==> config.mk <==
export PLATFORM = sky130hd
export DESIGN_NAME = ex_result_sched
export DESIGN_NICKNAME = d
export VERILOG_FILES = /design/src/rtl/ex_result_sched.sv
export SDC_FILE = /design/constraint.sdc
export NUM_CORES = 1
export LEC_CHECK = 0
export ABC_CLOCK_PERIOD_IN_PS = 2009
export CORE_MARGIN = 10
export CORE_UTILIZATION = 35
export DETAILED_ROUTE_END_ITERATION = 8
export PLACE_DENSITY = 0.58
export SETUP_SLACK_MARGIN = 0.02
export SLEW_MARGIN = 20
export SYNTH_ARGS = -nofsm -noshare
export SYNTH_HDL_FRONTEND = slang
export SYNTH_SLANG_ARGS = --single-unit
==> constraint.sdc <==
create_clock -name clk -period 2.01 [get_ports clk]
set_clock_uncertainty 0.05 [all_clocks]
set_input_delay 0.402 -clock clk [delete_from_list [all_inputs] [get_ports clk]]
set_output_delay 0.402 -clock clk [all_outputs]
set_load 0.01 [all_outputs]
==> src/rtl/ex_result_sched.sv <==
// Execute-stage result scheduler: picks the source of the EX result each
// cycle and sequences the multi-cycle multiplier and divider (start pulse,
// latency count, pipeline stall, cancel on flush).
module ex_result_sched #(
    parameter int MUL_CYCLES = 2,
    parameter int DIV_CYCLES = 32
) (
    input  logic       clk,
    input  logic       rst,
    input  logic       ex_valid,
    input  logic [2:0] ex_src,
    input  logic       flush,
    input  logic       mem_stall,
    output logic       start_mul,
    output logic       start_div,
    output logic       unit_cancel,
    output logic       ex_stall,
    output logic [4:0] sel_signal,
    output logic       result_valid,
    output logic       busy
);

    typedef enum logic [2:0] {
        IDLE,
        MUL_BUSY,
        DIV_BUSY,
        DONE_MUL,
        DONE_DIV
    } state_t;

    localparam logic [7:0] MUL_LOAD = 8'(MUL_CYCLES - 1);
    localparam logic [7:0] DIV_LOAD = 8'(DIV_CYCLES - 1);

    localparam logic [4:0] SEL_ALU = 5'b00000;
    localparam logic [4:0] SEL_HI  = 5'b10000;
    localparam logic [4:0] SEL_LO  = 5'b01000;
    localparam logic [4:0] SEL_CP0 = 5'b00100;
    localparam logic [4:0] SEL_MUL = 5'b00010;
    localparam logic [4:0] SEL_DIV = 5'b00001;

    state_t     state_q, state_d;
    logic [7:0] count_q, count_d;
    logic       start_mul_q, start_mul_d;
    logic       start_div_q, start_div_d;
    logic       cancel_q, cancel_d;
    logic       launch;

    // A mul/div may only be launched from IDLE by a valid, unflushed instruction
    assign launch = (state_q == IDLE) && ex_valid && !flush &&
                    ((ex_src == 3'd4) || (ex_src == 3'd5));

    // Next-state, latency counter and one-cycle pulse computation
    always_comb begin
        state_d     = state_q;
        count_d     = count_q;
        start_mul_d = 1'b0;
        start_div_d = 1'b0;
        cancel_d    = 1'b0;
        case (state_q)
            IDLE: begin
                if (launch) begin
                    if (ex_src == 3'd4) begin
                        state_d     = MUL_BUSY;
                        count_d     = MUL_LOAD;
                        start_mul_d = 1'b1;
                    end else begin
                        state_d     = DIV_BUSY;
                        count_d     = DIV_LOAD;
                        start_div_d = 1'b1;
                    end
                end
            end
            MUL_BUSY, DIV_BUSY: begin
                if (flush) begin
                    state_d  = IDLE;
                    count_d  = 8'd0;
                    cancel_d = 1'b1;
                end else if (count_q == 8'd0) begin
                    state_d = (state_q == MUL_BUSY) ? DONE_MUL : DONE_DIV;
                end else begin
                    count_d = count_q - 8'd1;
                end
            end
            DONE_MUL, DONE_DIV: begin
                if (flush || !mem_stall) begin
                    state_d = IDLE;
                end
            end
            default: begin
                state_d = IDLE;
                count_d = 8'd0;
            end
        endcase
    end

    // State and registered pulse outputs, synchronous reset
    always_ff @(posedge clk) begin
        if (rst) begin
            state_q     <= IDLE;
            count_q     <= 8'd0;
            start_mul_q <= 1'b0;
            start_div_q <= 1'b0;
            cancel_q    <= 1'b0;
        end else begin
            state_q     <= state_d;
            count_q     <= count_d;
            start_mul_q <= start_mul_d;
            start_div_q <= start_div_d;
            cancel_q    <= cancel_d;
        end
    end

    // Combinational mux select, stall and result-valid from state and inputs
    always_comb begin
        sel_signal   = SEL_ALU;
        ex_stall     = 1'b0;
        result_valid = 1'b0;
        case (state_q)
            IDLE: begin
                ex_stall = launch;
                case (ex_src)
                    3'd1:    sel_signal = SEL_HI;
                    3'd2:    sel_signal = SEL_LO;
                    3'd3:    sel_signal = SEL_CP0;
                    default: sel_signal = SEL_ALU;
                endcase
            end
            MUL_BUSY, DIV_BUSY: begin
                ex_stall = !flush;
            end
            DONE_MUL: begin
                result_valid = !flush;
                sel_signal   = flush ? SEL_ALU : SEL_MUL;
            end
            DONE_DIV: begin
                result_valid = !flush;
                sel_signal   = flush ? SEL_ALU : SEL_DIV;
            end
            default: begin
                sel_signal = SEL_ALU;
            end
        endcase
    end

    assign start_mul   = start_mul_q;
    assign start_div   = start_div_q;
    assign unit_cancel = cancel_q;
    assign busy        = (state_q != IDLE);

endmodule
# Word level (Yosys, flattened, before mapping)
# Index checks and enable logic that the tools add are counted.
# op_classes
add_sub_neg	1
n_mul	0
div	0
magnitude_cmp	0
eq_ne	13
shifts	0
muxes	21
bitwise	4
reduce_logical	16
# ops
op	count
5-bit case mux with 3 select lines	2
8-bit 2-to-1 mux	3
8-bit case mux with 3 select lines	1
3-bit 2-to-1 mux	5
3-bit by 2-bit == test with 1-bit output, second input constant	4
3-bit == test, second input constant	3
3-bit case mux with 3 select lines	1
8-bit zero test	1
8-bit by 1-bit subtractor with 8-bit output, second input constant	1
3-bit by 1-bit == test with 1-bit output, second input constant	2
3-bit inequality test, second input constant	2
3-bit AND reduction	2
2-bit OR reduction	3
1-bit 2-to-1 mux	5
5-bit 2-to-1 mux	1
2-bit 2-to-1 mux	2
1-bit inverter	4
1-bit logical AND	3
3-bit zero test	1
3-bit nonzero test	1
3-bit OR reduction	1
1-bit zero test	2
1-bit logical OR	2
2-bit by 1-bit inequality test with 1-bit output, second input constant	1
2 further kinds	2
# word_totals
reg_bits	14
latch_bits	0
ram_bits	0
mem_bits_ro	0
inputBits	8
out_inout_bits	11
word_cells	60
n_memories	0

# Depth between registers and ports, before layout
# Gate-level depths: netlist (run 1).
# depth
depth_word	6
ltp_mapped	7
depth_no_buf	6

# Worst setup path after synthesis (run 1)
# No wires, ideal clock.
# synth_timing
path_kind	reg-to-reg
start	register count_q[0]
end	register count_q[3]
setup_ns	0.132
arrival_time_ns	1.639
required_time_ns	1.828
setup_slack_ns	0.189
stages_incl_launch_ff	7
n_path_buf	0
synth_period_minus_slack_ns	1.821
path_cell_list	dfxtp_1 inv_1 ha_1 or3b_2 nor4_4 or2_4 o32ai_1
# synth_via
elab_chain_cells	4
word_cells_on_any_way	7
cone_classes	add/sub: 1; eq/ne: 1; mux: 3; reduce/logical: 2
# synth_rtl
item	line	source
start, declared	42	logic [7:0] count_q, count_d;
start signal, assigned	106	count_q <= count_d;
8-bit by 1-bit subtractor with 8-bit output	81	count_d = count_q - 8'd1;
8-bit 2-to-1 mux	78	end else if (count_q == 8'd0) begin
8-bit 2-to-1 mux	74	if (flush) begin
8-bit case mux with 3 select lines	59	case (state_q)
# Several ways; a longest one is shown, not always the timed one. The select of a mux whose other input is x is not followed.
# A chain may end at the register's enable or synchronous reset.

# Worst setup path in the final report (run 1)
# layout_timing
start	register state_q[2]
end	output sel_signal[2]
# layout_via
elab_chain_cells	2
word_cells_on_any_way	4
cone_classes	eq/ne: 2; mux: 1; reduce/logical: 1
# layout_rtl
item	line	source
start, declared	41	state_t state_q, state_d;
start signal, assigned	105	state_q <= state_d;
3-bit == test, or another cell as far along	118	case (state_q)
5-bit case mux with 3 select lines *	118	
end, declared	18	output logic [4:0] sel_signal,
# Mark *: on every way between the ends. The rest lies on a longest branch, timed or not.

==> out/metrics.sh, run 1 <==
POSTSYNTHCELLCOUNT=110
WORST_SETUP_HOLD_PATH_CLK_SLEW_NS=0.10
POSTPLACECELLAREA_SQ_UM=1300
CPPEAKSTAGEDELAY_NS=0.39
ANTENNA_FOUND_INITIAL=0
STATUS='finished clean'
CRITICAL_PATH_AT_NS=1.50
SHARE_COMB_OF_TOTAL_POWER_PCT=53.8
YOSYSWARNINGCOUNT=0
LAYOUT_COMMON_CELLS='25 x buf_4, 11 x dfxtp_1, 10 x nor2_1'
WORST-SETUP-PATH-TYPE='flop to output pin'
SWSHARE_PCT=40.3
CRIT_FANOUT=7
WORSTSETUPSTARTPOINTTYPE='flop'
WORSTSKEWPAIRLATENCY_NS=0.30
TIMING.HOLD.WORST.CLASS='flop to flop'
DRT_ITER0_MARKERS=47
PERIOD_SHARE_PCT=97.0
YOSYSSEQAREASHARE_PCT=30.5
ASYNC_SET_OR_RESET_REGISTER_RATIO_AFTER_SYNTHESIS_PCT=0
GP_CONGESTION=0.873
SYNTH_AREA_LEADER_CELL='dfxtp_1'
CLOCK_SINK_COUNT=14
INSERTEDDIODECOUNT=0
CRIT_CHAIN='nor3_4, buf_4, and4b_1, dlygate4sd2_1'
SYNTH_SEQ_CELLS=14
CTS-BUFFERS-INSERTED=3
SYNTH.NET_COUNT=120
MAXSLEWHEADROOM_PCT=64.9
DIE_HEIGHT_UM=71.2
VDD.IR_DROP.WORST_uV=602
FILL_CELLS=227
CORE_REGION_AREA_SQ_UM=2500
DIE-WIDTH_UM=71.2
CTS_TREE='yes'
HOLD_VIOLATIONS=0
GRT_SETUP_UNREPAIRED='true'
MAX_CAP_VIOL_COUNT=0
HTREEDEPTH=1
FINAL-SETUP-VIOL-COUNT=0
FINAL.MIN_CLOCK_PERIOD_NS=1.95
CRIT_PATH_END_KIND='output pin'
IO-PIN-COUNT=19
PLACE_HPWL_UM=2210
IO_BUFFERS=18
NUM_VIAS=1048
ANTENNA_LEFT=0
CLK_ROOT_BUFFER_CELL='clkbuf_4'
FIN_AREA_SQ_UM=1390
FIRST_GLOBAL_VIAS=988
INTERNAL_POWER_uW=764
SYNTH_TOP_CELL_AREA_SHARE_PCT=30.5
FINAL.HOLD.WORST_SLACK_NS=0.422
SYNTH-EDFF-COUNT=0
CELL_WITH_THE_BIGGEST_INDIVIDUAL_DELAY_ON_THE_CRITICAL_PATH='dfxtp_4'
INITIAL_UTILIZATION_PCT=36.7
SHARE_OF_POST_ROUTE_CELLS_WITH_DRIVE_STRENGTH_ABOVE_1_PCT=35.1
SYNTH.LIB_CELLS_USED.DISTINCT=44
WIRELENGTH_UM=2910
POWER_SWITCHING_uW=516
AVGROUTEDWIREPERCELL_UM=15.8
P_CLK_SHARE_PCT=17.2
GLOBALROUTEOVERFLOWTOTAL=0
GROUTE.USAGE.OVERALL_PCT=11.2
FINALCOREUTILIZATION_PCT=55.7
POWERDENSITY_nW_PER_UM2=920
DIEAREA_SQ_UM=5070
MAXIMUM_NUMBER_OF_PINS_ON_ONE_NET_BEFORE_GLOBAL_ROUTE_REPAIR=12
GRT_FIRST_PASS_WIRELENGTH_UM=4720
TIMING_WORST_SLEW_PIN_VALUE_NS=0.524
CLK_PATH_BUF_DEPTH=2
SYNTH_AREA_SQ_UM=918
DP_CELLS=178
CORE.ROWCOUNT=18
MAX_CLOCK_FREQ_GHz=0.513
INSTANCES_NO_FILL=184
DRC=0
FINAL_NETS=165
FINAL_COMMON_CELL='buf_4'
FIRSTDRTPASSITERS=7
DETAIL_ROUTE.VIAS_PER_CELL=5.70
AREA.GROWTH.SYNTH_TO_FINAL_PCT=51.5
FINALMAXSLEWVIOLATIONS=0
SYN_AREA_PER_CELL_SQ_UM=8.35
NETLIST_TOP_CELLS_AREA='dfxtp_1 31%, nor2_1 4.5%, a211oi_1 4.1%, nor4b_1 3.8%, o31ai_1 3.3%'
REQUIRED_NS=1.56
POWER_FRAC_SEQ_PCT=29.0
TOTAL_LEAKAGE_POWER_uW=0.000607
SYNTH_TOP_FLOP_CELL='dfxtp_1'
==> power groups by stage <==
| stage | sequential (uW) | clock, uW | combinational (uW) |
|---|---|---|---|
| detailed placement | 371 | 0 | 658 |
| CTS | 367 | 221 | 662 |
| global placement | 370 | 0 | 646 |
| finish | 371 | 220 | 688 |
| global route | 378 | 235 | 755 |
| floorplan | 358 | 0 | 414 |
==> registers in the layout (all words and copies together) (netlist names) <==
register,flops
count_q,8
start_div,1
start_mul,1
state_q,3
unit_cancel,1
==> stage by stage <==
stage          setup WS (ns)  power, uW  TNS (ns)
5_1_grt             -0.00494       1370  -0.00494
3_3_place_gp          -0.443       1020     -4.63
6_report              0.0612       1280         0
2_1_floorplan          0.189        772         0
3_5_place_dp          -0.484       1030     -5.17
4_1_cts               0.0253       1250         0
==> area by class of cell <==
class / count / area [sq um] / area share [%]
inverters: 7 / 26.3 / 1.89
well taps: 30 / 37.5 / 2.70
repair buffers: 45 / 384 / 27.6
clock buffers: 4 / 36.3 / 2.61
flip-flops and latches: 14 / 287 / 20.6
multi-input cells: 84 / 621 / 44.6
==> metal layers <==
layer	global-route usage, %	vias up	routed length [um]
met5	0	-	0
met2	16.8	43	1310
met4	5.16	0	53
li1	-	521	-
met3	4.68	5	230
met1	13.6	479	1320
==> cell families after synthesis <==
kind of cell / count (synthesis) / share of synthesized area, %
buf+inv: 12 / 5.59
simple gates: 52 / 36.2
compound gates: 29 / 23.2
fa+ha+maj: 2 / 2.72
xor+xnor: 1 / 1.77
flops: 14 / 30.5
==> timing repair <==
item / in CTS / in global routing
cloned: 0 / 0
setup endpoints to repair: 12 / 11
pin swaps: 2 / 8
hold endpoints to repair: 0 / 0
hold buffers: 0 / 0
buffers inserted: 2 / 0
resized for setup: 24 / 16
==> synth_stat cells, types with 3 or more instances <==
master / instances
o21ai_0: 3
nor2_1: 11
inv_1: 6
o31ai_1: 4
or4_1: 3
nor3_1: 4
o32ai_1: 3
dfxtp_1: 14
nand2_1: 7
nor4b_1: 4
a211oi_1: 5
nand3_1: 4
==> worst max-delay path: cells and delay by family, from the launching register on <==
kind	cells	cell delay, ns
buffers and inverters	2	0.43
DFF	1	0.39
and+or+nand+nor	2	0.39
==> final timing paths <==
| check | from | end | slack (ns) | cells past startpoint |
|---|---|---|---|---|
| worst max-delay path | state_q[2] | sel_signal[2] | 0.06 | 4 |
| worst min-delay path | count_q[7] | count_q[7] | 0.42 | 2 |
| worst max register to register | state_q[2] | count_q[6] | 0.10 | 8 |
| worst min register to register | count_q[7] | count_q[7] | 0.42 | 2 |
(Power assumes the default switching activity.)
==> run 2, diff against run 1 <==
--- a/config.mk
+++ b/config.mk
@@ -6,6 +6,7 @@
 export NUM_CORES = 1
 export LEC_CHECK = 0
 export ABC_CLOCK_PERIOD_IN_PS = 2009
+export CAP_MARGIN = 10
 export CORE_MARGIN = 10
 export CORE_UTILIZATION = 35
 export DETAILED_ROUTE_END_ITERATION = 8
==> results of run 2 <==
No change in the layout: final DEF, timing and power equal those of run 1.
